$ cat config.mk
export PLATFORM = sky130hd
export DESIGN_NAME = imm_gen_pipe
export DESIGN_NICKNAME = d
export VERILOG_FILES = /design/src/rtl/imm_pkg.sv /design/src/rtl/imm_decode.sv /design/src/rtl/imm_gen_pipe.sv
export SDC_FILE = /design/constraint.sdc
export NUM_CORES = 1
export LEC_CHECK = 0
export BUFFER_PORTS_ARGS = -buffer_cell sky130_fd_sc_hd__buf_4
export CAP_MARGIN = 20
export CORE_MARGIN = 1
export CORE_UTILIZATION = 50
export DETAILED_ROUTE_END_ITERATION = 12
export GPL_TIMING_DRIVEN = 0
export HOLD_SLACK_MARGIN = 0.03
export PLACE_DENSITY = 0.87
export SETUP_SLACK_MARGIN = 0.2
export SLEW_MARGIN = 20
export SYNTH_ARGS = -nofsm -noshare
export SYNTH_HDL_FRONTEND = slang
export SYNTH_SLANG_ARGS = --single-unit
$ cat constraint.sdc
create_clock -name clk -period 4.17 [get_ports clk]
set_input_delay 0.417 -clock clk [delete_from_list [all_inputs] [get_ports clk]]
set_output_delay 0.417 -clock clk [all_outputs]
set_load 0.02 [all_outputs]
$ cat src/rtl/imm_pkg.sv
// -----------------------------------------------------------------------------
// imm_pkg
// Shared constants for the immediate generator: the format codes reported on
// out_sel, the RV32I major opcodes that select each format, and the occupancy
// states of the output buffer.
// No ports (package).
// -----------------------------------------------------------------------------
package imm_pkg;

   // Format codes presented on out_sel
   localparam logic [2:0] FMT_I    = 3'd0;
   localparam logic [2:0] FMT_B    = 3'd1;
   localparam logic [2:0] FMT_U    = 3'd2;
   localparam logic [2:0] FMT_S    = 3'd3;
   localparam logic [2:0] FMT_J    = 3'd4;
   localparam logic [2:0] FMT_NONE = 3'd5;

   // RV32I major opcodes (instr[6:0])
   localparam logic [6:0] OP_LOAD   = 7'd3;
   localparam logic [6:0] OP_IMM    = 7'd19;
   localparam logic [6:0] OP_AUIPC  = 7'd23;
   localparam logic [6:0] OP_STORE  = 7'd35;
   localparam logic [6:0] OP_LUI    = 7'd55;
   localparam logic [6:0] OP_BRANCH = 7'd99;
   localparam logic [6:0] OP_JALR   = 7'd103;
   localparam logic [6:0] OP_JAL    = 7'd111;

   // Output buffer occupancy
   typedef enum logic [1:0] {
      OCC_EMPTY   = 2'd0,
      OCC_PARTIAL = 2'd1,
      OCC_FULL    = 2'd2
   } occ_e;

endpackage

$ cat src/rtl/imm_decode.sv
// -----------------------------------------------------------------------------
// imm_decode
// Purely combinational RV32I immediate decoder. Classifies the instruction by
// opcode and builds the sign-extended immediate for that format.
// Parameters:
//   XLEN  - width of the produced immediate (32 or 64)
// Ports:
//   instr [31:0]     in   raw instruction word
//   sel   [2:0]      out  format code (FMT_I..FMT_NONE)
//   imm   [XLEN-1:0] out  sign-extended immediate, zero for FMT_NONE
// -----------------------------------------------------------------------------
module imm_decode
   import imm_pkg::*;
#(
   parameter int XLEN = 32
) (
   input  logic [31:0]     instr,
   output logic [2:0]      sel,
   output logic [XLEN-1:0] imm
);

   logic signed [31:0] imm32;

   // Widening a signed 32-bit value replicates bit 31 into the upper bits.
   function automatic logic [XLEN-1:0] sext_xlen(input logic signed [31:0] v);
      return XLEN'(v);
   endfunction

   always_comb begin
      sel   = FMT_NONE;
      imm32 = '0;
      case (instr[6:0])
         OP_IMM, OP_LOAD, OP_JALR: begin
            sel   = FMT_I;
            imm32 = {{20{instr[31]}}, instr[31:20]};
         end
         OP_STORE: begin
            sel   = FMT_S;
            imm32 = {{20{instr[31]}}, instr[31:25], instr[11:7]};
         end
         OP_BRANCH: begin
            sel   = FMT_B;
            imm32 = {{19{instr[31]}}, instr[31], instr[7], instr[30:25], instr[11:8], 1'b0};
         end
         OP_LUI, OP_AUIPC: begin
            sel   = FMT_U;
            imm32 = {instr[31:12], 12'b0};
         end
         OP_JAL: begin
            sel   = FMT_J;
            imm32 = {{11{instr[31]}}, instr[31], instr[19:12], instr[20], instr[30:21], 1'b0};
         end
         default: begin
            sel   = FMT_NONE;
            imm32 = '0;
         end
      endcase
      imm = sext_xlen(imm32);
   end

endmodule

$ cat src/rtl/imm_gen_pipe.sv
// -----------------------------------------------------------------------------
// imm_gen_pipe
// Decodes the immediate of each accepted instruction and queues
// {imm, sel, instr} in a FIFO_DEPTH-entry circular buffer. One cycle of latency
// from an accepted instruction to the outputs when the buffer is empty.
// in_ready comes from registered state only (no path from out_ready).
// Optional feature: define IMM_GEN_ILLEGAL_COUNT_EN to add illegal_cnt, a
// saturating 16-bit count of accepted instructions with format none.
// Parameters:
//   XLEN       - immediate width (32 or 64)
//   FIFO_DEPTH - buffer entries (2..8, power of two)
// Ports:
//   clk                in   clock, rising edge
//   rst_n              in   asynchronous active-low reset
//   in_valid           in   upstream instruction valid
//   in_ready           out  instruction accepted this cycle when in_valid
//   in_instr  [31:0]   in   raw instruction word
//   out_valid          out  head entry valid
//   out_ready          in   downstream consumes head entry
//   out_imm   [XLEN-1:0] out sign-extended immediate of head entry
//   out_sel   [2:0]    out  format code of head entry (5 when empty)
//   out_instr [31:0]   out  instruction word of head entry
//   illegal_cnt [15:0] out  (IMM_GEN_ILLEGAL_COUNT_EN only) format-none count
// -----------------------------------------------------------------------------
module imm_gen_pipe
   import imm_pkg::*;
#(
   parameter int XLEN       = 32,
   parameter int FIFO_DEPTH = 2
) (
   input  logic            clk,
   input  logic            rst_n,
   input  logic            in_valid,
   output logic            in_ready,
   input  logic [31:0]     in_instr,
   output logic            out_valid,
   input  logic            out_ready,
   output logic [XLEN-1:0] out_imm,
   output logic [2:0]      out_sel,
   output logic [31:0]     out_instr
`ifdef IMM_GEN_ILLEGAL_COUNT_EN
   ,
   output logic [15:0]     illegal_cnt
`endif
);

   localparam int PTR_W = (FIFO_DEPTH > 1) ? $clog2(FIFO_DEPTH) : 1;
   localparam int CNT_W = $clog2(FIFO_DEPTH + 1);
   localparam logic [CNT_W-1:0] CNT_FULL = CNT_W'(FIFO_DEPTH);

   // ---- stage p0: decode of the incoming instruction ----
   logic [2:0]      dec_sel_p0;
   logic [XLEN-1:0] dec_imm_p0;

   imm_decode #(
      .XLEN (XLEN)
   ) u_decode (
      .instr (in_instr),
      .sel   (dec_sel_p0),
      .imm   (dec_imm_p0)
   );

   // ---- stage p1: buffered entries and occupancy control ----
   logic [XLEN-1:0] imm_mem_p1   [FIFO_DEPTH];
   logic [2:0]      sel_mem_p1   [FIFO_DEPTH];
   logic [31:0]     instr_mem_p1 [FIFO_DEPTH];

   occ_e             state_q, state_d;
   logic [CNT_W-1:0] cnt_q, cnt_d;
   logic [PTR_W-1:0] wr_ptr_q, rd_ptr_q;
   logic             run_q;
   logic             vld_p1;
   logic             push, pop;

   // run_q keeps in_ready low while reset is asserted and lets it rise on the
   // first edge after release.
   assign vld_p1   = (state_q != OCC_EMPTY);
   assign in_ready = run_q && (state_q != OCC_FULL);
   assign push     = in_valid && in_ready;
   assign pop      = vld_p1 && out_ready;

   always_comb begin
      cnt_d   = cnt_q;
      state_d = state_q;
      case ({push, pop})
         2'b10:   cnt_d = cnt_q + CNT_W'(1);
         2'b01:   cnt_d = cnt_q - CNT_W'(1);
         default: cnt_d = cnt_q;
      endcase
      if (cnt_d == '0) begin
         state_d = OCC_EMPTY;
      end else if (cnt_d == CNT_FULL) begin
         state_d = OCC_FULL;
      end else begin
         state_d = OCC_PARTIAL;
      end
   end

   // Pointers wrap naturally because FIFO_DEPTH is a power of two.
   always_ff @(posedge clk or negedge rst_n) begin
      if (!rst_n) begin
         state_q  <= OCC_EMPTY;
         cnt_q    <= '0;
         wr_ptr_q <= '0;
         rd_ptr_q <= '0;
         run_q    <= 1'b0;
      end else begin
         state_q <= state_d;
         cnt_q   <= cnt_d;
         run_q   <= 1'b1;
         if (push) begin
            wr_ptr_q <= wr_ptr_q + PTR_W'(1);
         end
         if (pop) begin
            rd_ptr_q <= rd_ptr_q + PTR_W'(1);
         end
      end
   end

   always_ff @(posedge clk) begin
      if (push) begin
         imm_mem_p1[wr_ptr_q]   <= dec_imm_p0;
         sel_mem_p1[wr_ptr_q]   <= dec_sel_p0;
         instr_mem_p1[wr_ptr_q] <= in_instr;
      end
   end

   // Storage is not reset, so the outputs are forced to their idle values
   // whenever no entry is valid (this also covers reset).
   assign out_valid = vld_p1;
   assign out_imm   = vld_p1 ? imm_mem_p1[rd_ptr_q]   : '0;
   assign out_sel   = vld_p1 ? sel_mem_p1[rd_ptr_q]   : FMT_NONE;
   assign out_instr = vld_p1 ? instr_mem_p1[rd_ptr_q] : '0;

`ifdef IMM_GEN_ILLEGAL_COUNT_EN
   logic [15:0] illegal_q;

   function automatic logic [15:0] sat_inc16(input logic [15:0] v);
      return (v == 16'hFFFF) ? v : v + 16'd1;
   endfunction

   always_ff @(posedge clk or negedge rst_n) begin
      if (!rst_n) begin
         illegal_q <= '0;
      end else if (push && (dec_sel_p0 == FMT_NONE)) begin
         illegal_q <= sat_inc16(illegal_q);
      end
   end

   assign illegal_cnt = illegal_q;
`endif

endmodule
==> results_dict.tcl <==
set metrics [dict create \
    outcome "finished clean" \
    ant_nets 0 \
    critical_path_peak_fanout 10 \
    drive_gt1_frac 0.304 \
    ys_types 40 \
    critPathArrivalTime_ns 2.36 \
    grt_pass1_wl_mm 18.8 \
    grt_overflow 0 \
    cp.required_ns 3.75 \
    skew_ns 0.00515 \
    wire_per_inst_um 18.9 \
    max_slew_margin 0.403 \
    period_needed_ns 2.78 \
    synth_top_area_cell "edfxtp_1" \
    setup_viol 0 \
    synth.area.top_cells "edfxtp_1, mux2i_1, nor2_1" \
    diodes 0 \
    vias 3609 \
    yosys.area_share.simple 0.0776 \
    reg2reg_slack_ns 2.04 \
    slew_violations 0 \
    power_density_nw_per_um2 706 \
    reg2reg_from "cnt_q[0]" \
    firstDrtPassIters 5 \
    cts-root-buf "clkbuf_16" \
    synth_compound_gate_area_share 0.0485 \
    final_cell_mix "edfxtp_1, buf_4, nor2_1" \
    antenna_found_initial 0 \
    cp-start-kind "flop" \
    hold_violations 0 \
    max_cap_viol_count 0 \
    fin_tns_setup_ns 0 \
    cts_buffer_depth 2 \
    ff_latch_area_um2 4170 \
    fillers 757 \
    vias_per_cell 5.49 \
    period_share 0.667 \
    worstMarginPinSlew_ns 0.888 \
    drt_iter0_drc 274 \
    syn_nets 414 \
    syn_area_um2 5770 \
    rows 38 \
    total_power_w 0.00521 \
    avgSynthCellArea_um2 15.3 \
    hpwl_mm 8.49 \
    track_usage 0.222 \
    clkLatencyLatePin_ns 0.42 \
    multiInputGateArea_um2 1490 \
    crit_path_end_kind "output port" \
    syn-instance-count 377 \
    yosysTopAreaCellShare 0.697 \
    yosys.area_share.adder 0.00217 \
    grt_max_degree 35 \
    cts_htree_levels 4 \
    grt_pass1_vias 3591 \
    crit_type "reg -> out" \
    vdd_ir_drop_max_uv 371 \
    port_buffers 104 \
    ios 105 \
    core_area_um2 11000 \
    power.leakage_nw 3.14 \
    yosys_warnings 0 \
    die-area_um2 12000 \
    synth-seq-area-share 0.723 \
    routed_wl_mm 12.4 \
    syn2layout_area_growth_pct 27.8 \
    synth_xor_xnor_area_share 0.00758 \
    cts-resized-gates 0 \
    cts_hold_buffers 1 \
    clk_pin_slew_ns 0.06 \
    die_w_um 109 \
    cts.sinks 140 \
    rsz0062_at_grt "no" \
    mostFrequentLayoutCell "edfxtp_1" \
    r2r-end "imm_mem_p1[0][14]" \
    cts_tree "built" \
    muxShareOfSynthArea 0.120 \
    ys_ff_latch 140 \
    hold_path.class "in -> reg" \
    synth_top_family_by_area "multiplexers" \
    hold_depth 1 \
    hp-start "in_instr[15]" \
    fmax_mhz 360 \
    reg2reg_depth 5 \
    fin_nets 541 \
    die_height_um 109 \
    hold_end "instr_mem_p1[1][15]" \
    drc 0 \
    cts_setup_buffers 0 \
    routabilityCongestion 0.888 \
    cts_buffers 17 \
    start_util 0.523 \
]
[metal layers]
layer,up-vias,GRT usage,share of wire
met1,1784,0.265,0.39
li1,1651,-,-
met2,151,0.375,0.52
met4,0,0.0857,0.017
met3,23,0.0729,0.072
met5,-,0,0
[flip-flops by register name (all words and copies together) (netlist names)]
name,count
imm_mem_p1,64
instr_mem_p1,64
sel_mem_p1,6
cnt_q,2
rd_ptr_q,1
run_q,1
state_q,1
wr_ptr_q,1
[cell usage after synthesis]
library cell,instances
o2111ai_1,1
clkbuf_1,6
xnor2_1,4
or4_4,1
nand2b_1,1
a21o_1,19
nor2_1,73
and3_1,1
buf_2,7
or3b_2,1
and2b_1,1
or2b_2,1
o221ai_1,1
o21a_1,1
nor3_1,1
a32oi_1,1
nand2_1,7
and2_1,7
o32ai_1,1
xor2_1,1
nand3b_4,1
a21boi_0,1
and2_2,1
a22o_1,4
nand4_1,2
dfrtp_1,6
mux2i_1,69
a31oi_1,1
inv_1,7
buf_4,1
buf_6,2
buf_1,2
a32o_1,1
a21o_2,1
a21oi_2,2
edfxtp_1,134
o21ai_0,2
nand3_1,2
ha_1,1
conb_1,1
[cell families (layout without fill, tap and decap cells)]
family,after synthesis,after routing
AO/OA/AOI/OAI,36,36
XOR/XNOR,5,5
adder cells (fa/ha/maj),1,1
buffers and inverters,25,165
flip-flops,140,140
multiplexers,69,69
other,1,1
AND/OR/NAND/NOR,100,100
[layout make-up]
class / instances / area share
inverters: 7 / 0.00356
repair buffers: 108 / 0.116
plain buffers: 18 / 0.0129
flip-flops and latches: 140 / 0.566
multi-input cells: 212 / 0.202
clock buffers: 21 / 0.0624
well taps: 140 / 0.0237
clock inverters: 11 / 0.0131
[power by group]
part,leakage (nW),switching (W),internal [W]
Clock,0.273,0.000547,0.000847
Combinational,1.55,0.00123,0.000795
Sequential,1.32,0.0000524,0.00174
[critical path: stages (launching register included)]
cell	delay (ns)
dfrtp_1	0.42
nor2_1	0.20
clkbuf_1	0.48
clkbuf_1	0.50
nor2_1	0.15
buf_4	0.19
[metrics by stage]
stage | hold slack [ns] | instances | worst slack, ns | area [um2] | util
floorplan | 0.121 | 377 | 0.696 | 5780 | -
global placement | 0.224 | 621 | 0.208 | 6730 | 0.610
detailed placement | 0.226 | 624 | 1.82 | 6810 | 0.617
CTS | 0.182 | 657 | 1.40 | 7380 | 0.669
global route | 0.177 | 657 | 1.21 | 7380 | 0.669
finish | 0.196 | 657 | 1.39 | 7380 | 0.669
[worst max path at each step]
stage	to	depth (start not counted)	slack (ns)	startpoint
detailed placement	out_instr[20]	5	1.82	cnt_q[0]
CTS	out_instr[20]	5	1.40	cnt_q[0]
global placement	imm_mem_p1[0][6]	4	0.21	cnt_q[0]
global route	out_instr[24]	5	1.21	cnt_q[0]
finish	out_instr[20]	5	1.39	cnt_q[0]
floorplan	imm_mem_p1[0][0]	4	0.70	cnt_q[0]
(Power assumes the default switching activity.)
